`src/rtl/data_mem_pkg.sv`:
```
// Shared constants, state encoding and operation codes for the data RAM initiator.
package data_mem_pkg;

    localparam int ADDR_W = 6;
    localparam int DATA_W = 8;
    localparam int LEN_W  = 6;

    typedef enum logic [2:0] {
        ST_IDLE,
        ST_RD_ADDR,
        ST_RD_DATA,
        ST_WR_DATA,
        ST_WR_SETUP,
        ST_WR_STROBE,
        ST_WR_HOLD
    } state_t;

    typedef enum logic {
        OP_LOAD  = 1'b0,
        OP_STORE = 1'b1
    } op_t;

endpackage

```
`src/rtl/data_mem_addr_gen.sv`:
```
// Burst address register with modulo increment, plus the remaining-beat down-counter.
module data_mem_addr_gen
    import data_mem_pkg::*;
(
    input  logic              clk,
    input  logic              reset,
    input  logic              i_load,
    input  logic [ADDR_W-1:0] i_addr,
    input  logic [LEN_W-1:0]  i_len,
    input  logic              i_step,
    output logic [ADDR_W-1:0] o_addr,
    output logic              o_last
);

    logic [LEN_W-1:0] r_count;

    // NOTE: sequential state uses non-blocking assignments so every register samples pre-edge values.
    always_ff @(posedge clk) begin
        if (reset) begin
            o_addr  <= '0;
            r_count <= '0;
        end else if (i_load) begin
            o_addr  <= i_addr;
            r_count <= i_len;
        end else if (i_step) begin
            // Address wraps naturally at 2^ADDR_W.
            o_addr  <= o_addr + ADDR_W'(1);
            r_count <= r_count - LEN_W'(1);
        end
    end

    assign o_last = (r_count == '0);

endmodule

```
`src/rtl/data_mem_master.sv`:
```
// Initiator for the 64 x 8 data RAM: sequences load/store bursts with write-enable setup and hold.
module data_mem_master
    import data_mem_pkg::*;
(
    input  logic              clk,
    input  logic              reset,
    input  logic              req_valid,
    output logic              req_ready,
    input  logic              req_write,
    input  logic [ADDR_W-1:0] req_addr,
    input  logic [LEN_W-1:0]  req_len,
    input  logic              wr_valid,
    input  logic [DATA_W-1:0] wr_data,
    output logic              wr_ready,
    output logic              rd_valid,
    output logic [DATA_W-1:0] rd_data,
    output logic              rd_last,
    input  logic              rd_ready,
    output logic              busy,
    output logic [ADDR_W-1:0] data_address,
    output logic [DATA_W-1:0] write_data,
    output logic              write_enable,
    input  logic [DATA_W-1:0] read_data
);

    state_t r_state;
    op_t    r_op;
    logic   w_load;
    logic   w_last;
    logic   w_beat_done;
    logic   w_step;

    assign w_load      = (r_state == ST_IDLE) && req_valid;
    assign w_beat_done = (r_op == OP_LOAD) ? (r_state == ST_RD_DATA && rd_valid && rd_ready)
                                           : (r_state == ST_WR_HOLD);
    assign w_step      = w_beat_done && !w_last;

    data_mem_addr_gen u_addr_gen (
        .clk    (clk),
        .reset  (reset),
        .i_load (w_load),
        .i_addr (req_addr),
        .i_len  (req_len),
        .i_step (w_step),
        .o_addr (data_address),
        .o_last (w_last)
    );

    always_ff @(posedge clk) begin
        if (reset) begin
            r_state      <= ST_IDLE;
            r_op         <= OP_LOAD;
            req_ready    <= 1'b1;
            busy         <= 1'b0;
            wr_ready     <= 1'b0;
            rd_valid     <= 1'b0;
            rd_last      <= 1'b0;
            rd_data      <= '0;
            write_data   <= '0;
            write_enable <= 1'b0;
        end else begin
            case (r_state)
                ST_IDLE: begin
                    if (req_valid) begin
                        r_op      <= op_t'(req_write);
                        req_ready <= 1'b0;
                        busy      <= 1'b1;
                        if (req_write) begin
                            r_state  <= ST_WR_DATA;
                            wr_ready <= 1'b1;
                        end else begin
                            r_state  <= ST_RD_ADDR;
                        end
                    end
                end
                ST_RD_ADDR: begin
                    // Address has been stable a full cycle; the RAM read is settled.
                    r_state  <= ST_RD_DATA;
                    rd_data  <= read_data;
                    rd_valid <= 1'b1;
                    rd_last  <= w_last;
                end
                ST_RD_DATA: begin
                    if (w_beat_done) begin
                        rd_valid <= 1'b0;
                        rd_last  <= 1'b0;
                        if (w_last) begin
                            r_state   <= ST_IDLE;
                            req_ready <= 1'b1;
                            busy      <= 1'b0;
                        end else begin
                            r_state <= ST_RD_ADDR;
                        end
                    end
                end
                ST_WR_DATA: begin
                    if (wr_valid) begin
                        write_data <= wr_data;
                        wr_ready   <= 1'b0;
                        r_state    <= ST_WR_SETUP;
                    end
                end
                ST_WR_SETUP: begin
                    r_state      <= ST_WR_STROBE;
                    write_enable <= 1'b1;
                end
                ST_WR_STROBE: begin
                    r_state      <= ST_WR_HOLD;
                    write_enable <= 1'b0;
                end
                ST_WR_HOLD: begin
                    // Address may only move here, after the strobe has been low a full cycle.
                    if (w_last) begin
                        r_state   <= ST_IDLE;
                        req_ready <= 1'b1;
                        busy      <= 1'b0;
                    end else begin
                        r_state  <= ST_WR_DATA;
                        wr_ready <= 1'b1;
                    end
                end
                default: r_state <= ST_IDLE;
            endcase
        end
    end

endmodule

```
`config.mk`:
```
export PLATFORM = sky130hd
export DESIGN_NAME = data_mem_master
export DESIGN_NICKNAME = d
export VERILOG_FILES = /design/src/rtl/data_mem_pkg.sv /design/src/rtl/data_mem_addr_gen.sv /design/src/rtl/data_mem_master.sv
export SDC_FILE = /design/constraint.sdc
export NUM_CORES = 1
export LEC_CHECK = 0
export BUFFER_PORTS_ARGS = -buffer_cell sky130_fd_sc_hd__buf_2
export CORE_MARGIN = 3
export CORE_UTILIZATION = 51
export CTS_BUF_LIST = sky130_fd_sc_hd__clkbuf_8
export DETAILED_ROUTE_END_ITERATION = 10
export PLACE_DENSITY = 0.8
export SYNTH_ARGS = -nofsm -noshare
export SYNTH_HDL_FRONTEND = slang
export SYNTH_HIERARCHICAL = 1
export SYNTH_SLANG_ARGS = --single-unit
```
`constraint.sdc`:
```
create_clock -name clk -period 2.8 [get_ports clk]
set_input_delay 0.42 -clock clk [delete_from_list [all_inputs] [get_ports clk]]
set_output_delay 0.42 -clock clk [all_outputs]
set_load 0.01 [all_outputs]
```
* After elaboration in Yosys (flattened, before gate mapping)
Index checks and enable logic that the tools add are counted.
Storage, ports and cells: input bits 34, bits in registers 38, memory bits (read-only) 0, output and inout port bits 28, logic and storage cells 72, RAM bits 0, bits in latches 0, memories 0
Operators by class: div/mod/pow operators 0, add/sub/neg operators 2, shift-type cells 0, $lt $le $gt $ge 0, bitwise gates (word level) 0, eq/ne operators 11, reductions and logical operators 18, mux-type cells 29, multipliers 0
Operator list (number):
- 2-to-1 mux 6 bit | 4
- one-hot mux 3 bit (7 select lines) | 1
- 2-to-1 mux 1 bit | 13
- != test 2 bit, second input constant | 5
- == test 3 bit, second input constant | 3
- 2-to-1 mux 3 bit | 3
- one-hot mux 1 bit (3 select lines) | 3
- adder 6 x 1 -> 6 bit, second input constant | 1
- == test 3 x 2 -> 1 bit, second input constant | 2
- logical NOT 6 bit | 1
- one-hot mux 1 bit (2 select lines) | 3
- AND reduction 2 bit | 3
- AND reduction 3 bit | 2
- nonzero test 2 bit | 3
- nonzero test 3 bit | 2
- subtractor 6 x 1 -> 6 bit, second input constant | 1
- AND reduction 5 bit | 1
- logical AND 1 bit | 4
- 2-to-1 mux 2 bit | 2
- == test 3 x 1 -> 1 bit, second input constant | 1
- logical NOT 3 bit | 1
- logical NOT 1 bit | 1

* Logic depth before layout (Yosys ltp)
depth after elaboration 7, gate-level depth with buffers 8, gate-level depth less buffers 7

* Hierarchy
Netlist, hierarchy kept.
Modules (own cells, without submodules):
- data_mem_master | times used 1, area each 1076.0 sq um, cells each 120, seq. area each 520.5 sq um
- data_mem_addr_gen | times used 1, area each 666.9 sq um, cells each 73, seq. area each 240.2 sq um

* Least setup slack after synthesis
OpenSTA, ideal clock, no wires.
kind register -> register, from register r_state[2], to register u_addr_gen.o_addr[5], buffers on the path 2, stages on the path, launching flop included 9, setup slack 0.640 ns, period minus slack after synthesis 2.160 ns, arrival time 2.069 ns, required time 2.709 ns, library setup time 0.091 ns, cells stage by stage dfxtp_1 -> buf_2 -> or3b_2 -> o21a_1 -> nor2_1 -> buf_6 -> nand4_4 -> or3_1 -> a311oi_1
Between the ends: cells in the longest elaborated chain, start to end 6, elaborated cells on any way between the ends 10, those cells by class eq/ne: 2; mux: 2; reduce/logical: 6
Ends and longest elaborated chain:
- start, declared | line data_mem_master.sv:26 | state_t r_state;
- start signal, assigned | line data_mem_master.sv:51 | r_state <= ST_IDLE;
- start signal, assigned | line data_mem_master.sv:69 | r_state <= ST_WR_DATA;
- start signal, assigned | line data_mem_master.sv:72 | r_state <= ST_RD_ADDR;
- == test 3 x 2 -> 1 bit | line data_mem_master.sv:34 | assign w_beat_done = (r_op == OP_LOAD) ? (r_state == ST_RD_DATA && rd_valid && rd_ready)
- logical AND 1 bit (2 in a row) | line data_mem_master.sv:34
- 2-to-1 mux 1 bit (*) | line data_mem_master.sv:34
- logical AND 1 bit (*) | line data_mem_master.sv:36 | assign w_step = w_beat_done && !w_last;
- via w_step | line data_mem_master.sv:31 | logic w_step;
- nonzero test 2 bit (no source line) (*)
- end signal, assigned | line data_mem_addr_gen.sv:23 | o_addr <= i_addr;
- end signal, assigned | line data_mem_addr_gen.sv:27 | o_addr <= o_addr + ADDR_W'(1);
- end, declared | line data_mem_addr_gen.sv:11 | output logic [ADDR_W-1:0] o_addr,
The timed path passes the listed nets; every way through them passes the cells marked *. A chain may end at the register's enable or synchronous reset.

* Worst setup path after layout
from register r_state[2], to register u_addr_gen.r_count[4]
Between the ends: cells in the longest elaborated chain, start to end 6, elaborated cells on any way between the ends 10, those cells by class eq/ne: 2; mux: 2; reduce/logical: 6
Ends and longest elaborated chain:
- == test 3 x 2 -> 1 bit | line data_mem_master.sv:34
- logical AND 1 bit (2 in a row) | line data_mem_master.sv:34
- 2-to-1 mux 1 bit (*) | line data_mem_master.sv:34
- logical AND 1 bit (*) | line data_mem_master.sv:36
- via w_step | line data_mem_master.sv:31
- nonzero test 2 bit (no source line) (*)
- end signal, assigned | line data_mem_addr_gen.sv:24 | r_count <= i_len;
- end signal, assigned | line data_mem_addr_gen.sv:28 | r_count <= r_count - LEN_W'(1);
- end, declared | line data_mem_addr_gen.sv:15 | logic [LEN_W-1:0] r_count;
Marks and branches as above.

==> impl_metrics.json <==
{
  "path_max_fanout": 15,
  "hold_class": "in -> reg",
  "critPathKind": "reg -> reg",
  "internal-power_w": 0.00112,
  "nFillCells": 278,
  "synth.distinct_cells": 49,
  "yosysMostFrequentCell": "dfxtp_1",
  "finalNetCount": 293,
  "cp_slowest_cell": "or3b_2",
  "worstMarginPinSlew_ns": 0.667,
  "clock_path_buffers": 2,
  "cpPeakStageDelay_ns": 0.55,
  "syn_area_sq_um": 1740,
  "synthTopCellsByArea": "dfxtp_1 (44%), nand2_1 (5.8%), mux2i_1 (5.2%), nor2_1 (5.2%), a21oi_1 (4.6%)",
  "die-area_sq_um": 4160,
  "dr_total_vias": 1595,
  "drt_wl_total_um": 4170,
  "utilization_pct": 70.1,
  "syn_to_final_growth_pct": 26.8,
  "grtUsageTotal_pct": 21.4,
  "clockRootBuffer": "clkbuf_8",
  "critPathBufInv": 1,
  "peakVddDrop_mv": 0.433,
  "yosysTopAreaCell": "dfxtp_1",
  "route.detailed.drc": 0,
  "port_buffers": 61,
  "synth_fp_nets": 230,
  "post_drt_wl_per_cell_um": 13.8,
  "insertion_delay_ns": 0.29,
  "worstPathRequired_ns": 3.01,
  "cts_tree": "done",
  "status": "complete, no violations",
  "ys_seq_area_share_pct": 43.6,
  "cp_top_family": "simple AND/OR/NAND/NOR gates",
  "start_util_pct": 55.3,
  "dp_hpwl_um": 2950,
  "synth_flop_cell": "dfxtp_1",
  "diodes": 0,
  "drt_iter0_markers": 104,
  "postSynthCellCount": 193,
  "seq_power_share_pct": 42.0,
  "avgSynthCellArea_sq_um": 9.03,
  "ys_top_cells_by_count": "dfxtp_1 (38), nand2_1 (27), nor2_1 (24), a21oi_1 (16), mux2i_1 (9)",
  "post_cts_buffers": 0,
  "grt_antenna_before_repair": 0,
  "fmax_mhz": 433,
  "synth_top_area_share_pct": 43.6,
  "core_sq_um": 3150,
  "netSwitchingFraction_pct": 33.2,
  "dr.pass1.iters": 4,
  "final_cells": 301,
  "dp.cells": 293,
  "ys_ff_latch": 38,
  "die_w_um": 64.5,
  "leakage_nw": 0.970,
  "placementRows": 20,
  "register_area_sq_um": 761,
  "slew_violations": 0,
  "grt.overflow.total": 0,
  "skew_ns": 0.00942,
  "finalHoldViolCount": 0,
  "ant_nets": 0,
  "setup_violations": 0,
  "synth-edff-count": 0,
  "relSlewSlack_pct": 55.5,
  "tns_ns": 0,
  "gp_congestion": 0.913,
  "grt_max_degree": 37,
  "worst_setup_path_end_kind": "flip-flop",
  "yosysWarningCount": 6,
  "p_per_area_nw_per_um2": 760,
  "critPathArrivalTime_ns": 2.52,
  "ctsHoldBuffers": 0,
  "die_height_um": 64.5,
  "path_clk_slew_ns": 0.08,
  "cts_htree_levels": 2,
  "async_flop_share_pct": 0,
  "crit_chain": "or3b_2 -> o21a_1 -> nor2_1 -> buf_4 -> nand2_4 -> or4_1 -> a311oi_1",
  "first_global_vias": 1491,
  "timing.final.crit_share_pct": 82.5,
  "multi_input_area_sq_um": 915,
  "drive_gt1_share_pct": 33.1,
  "grt_pass1_wl_um": 6910,
  "min_period_ns": 2.31,
  "num_io_pins": 62,
  "cts_num_sinks": 38,
  "rsz0062_at_grt": "false",
  "post_cts_resized": 0,
  "via_per_inst": 5.30,
  "p_comb_share_pct": 30.1,
  "start_kind": "flip-flop",
  "cap_violations": 0,
  "clkPwrFrac_pct": 27.9,
  "netSwitchingPower_w": 0.000557,
  "numCtsBuffers": 5
}
final cells by class:
cell class | instances | area share (%)
multi-input cells | 139 | 41.4
flip-flops and latches | 38 | 34.4
repair buffers | 66 | 15.5
clock buffers | 5 | 3.11
well taps | 44 | 2.49
clock inverters | 3 | 2.04
inverters | 6 | 1.02
layer usage:
layer	routed length [um]	up-vias	global-route usage [%]
met5	0	-	0
met4	53	0	8.71
met3	153	6	4.85
met2	2060	31	35.1
met1	1900	753	27.1
li1	-	805	-
metrics by stage:
step	worst slack (ns)	hold WS (ns)	cell area (sq um)	total power [W]
2_1_floorplan	0.640	0.474	1740	0.00104
3_3_place_gp	0.583	0.439	2100	0.00120
3_5_place_dp	0.503	0.446	2100	0.00122
4_1_cts	0.502	0.354	2210	0.00168
6_report	0.491	0.357	2210	0.00168
5_1_grt	0.403	0.354	2210	0.00178
worst paths after layout:
path,startpoint,to,slack (ns),depth (start not counted)
worst min register to register,write_data[0],write_data[0],0.46,2
worst max-delay path,r_state[2],u_addr_gen/r_count[4],0.49,7
worst min-delay path,wr_data[0],write_data[0],0.36,3
worst max register to register,r_state[2],u_addr_gen/r_count[4],0.49,7
cell families after synthesis:
kind of cell	count (synthesis)	synth area share [%]
AND/OR/NAND/NOR	78	24.6
AO/OA/AOI/OAI	41	16.1
flip-flops	38	43.6
buffers and inverters	16	4.23
multiplexers	10	5.81
XOR/XNOR	7	3.52
adder cells (fa/ha/maj)	3	2.15
cell usage in the layout (no fill, tap or decap), drive strengths merged, types with 3 or more instances in the layout:
cell,count
buf,66
nor2,24
mux2i,9
a21oi,16
clkbuf,5
xor2,6
o21ai,3
inv,6
nand2,28
ha,3
a211oi,7
dfxtp,38
registers in the layout, summed over array words and instances (netlist names):
| name | cells |
|---|---|
| r_op | 1 |
| rd_valid | 1 |
| rd_data | 8 |
| write_data | 8 |
| wr_ready | 1 |
| rd_last | 1 |
| r_state | 3 |
| u_addr_gen/r_count | 6 |
| u_addr_gen/o_addr | 6 |
| req_ready | 1 |
| write_enable | 1 |
| busy | 1 |
power by group through the flow:
stage / logic (W) / registers, W / clock network, W
2_1_floorplan: 0.000308 / 0.000736 / 0
3_3_place_gp: 0.000493 / 0.000710 / 0
3_5_place_dp: 0.000503 / 0.000715 / 0
4_1_cts: 0.000506 / 0.000705 / 0.000471
5_1_grt: 0.000565 / 0.000716 / 0.000498
6_report: 0.000505 / 0.000705 / 0.000468
worst reg2reg max path: stages (launching register included):
cell      delay, ns
dfxtp_1        0.44
or3b_2         0.55
o21a_1         0.19
nor2_1         0.10
buf_4          0.20
nand2_4        0.07
or4_1          0.40
a311oi_1       0.27
Note: power is estimated with default switching activity, not from simulation.
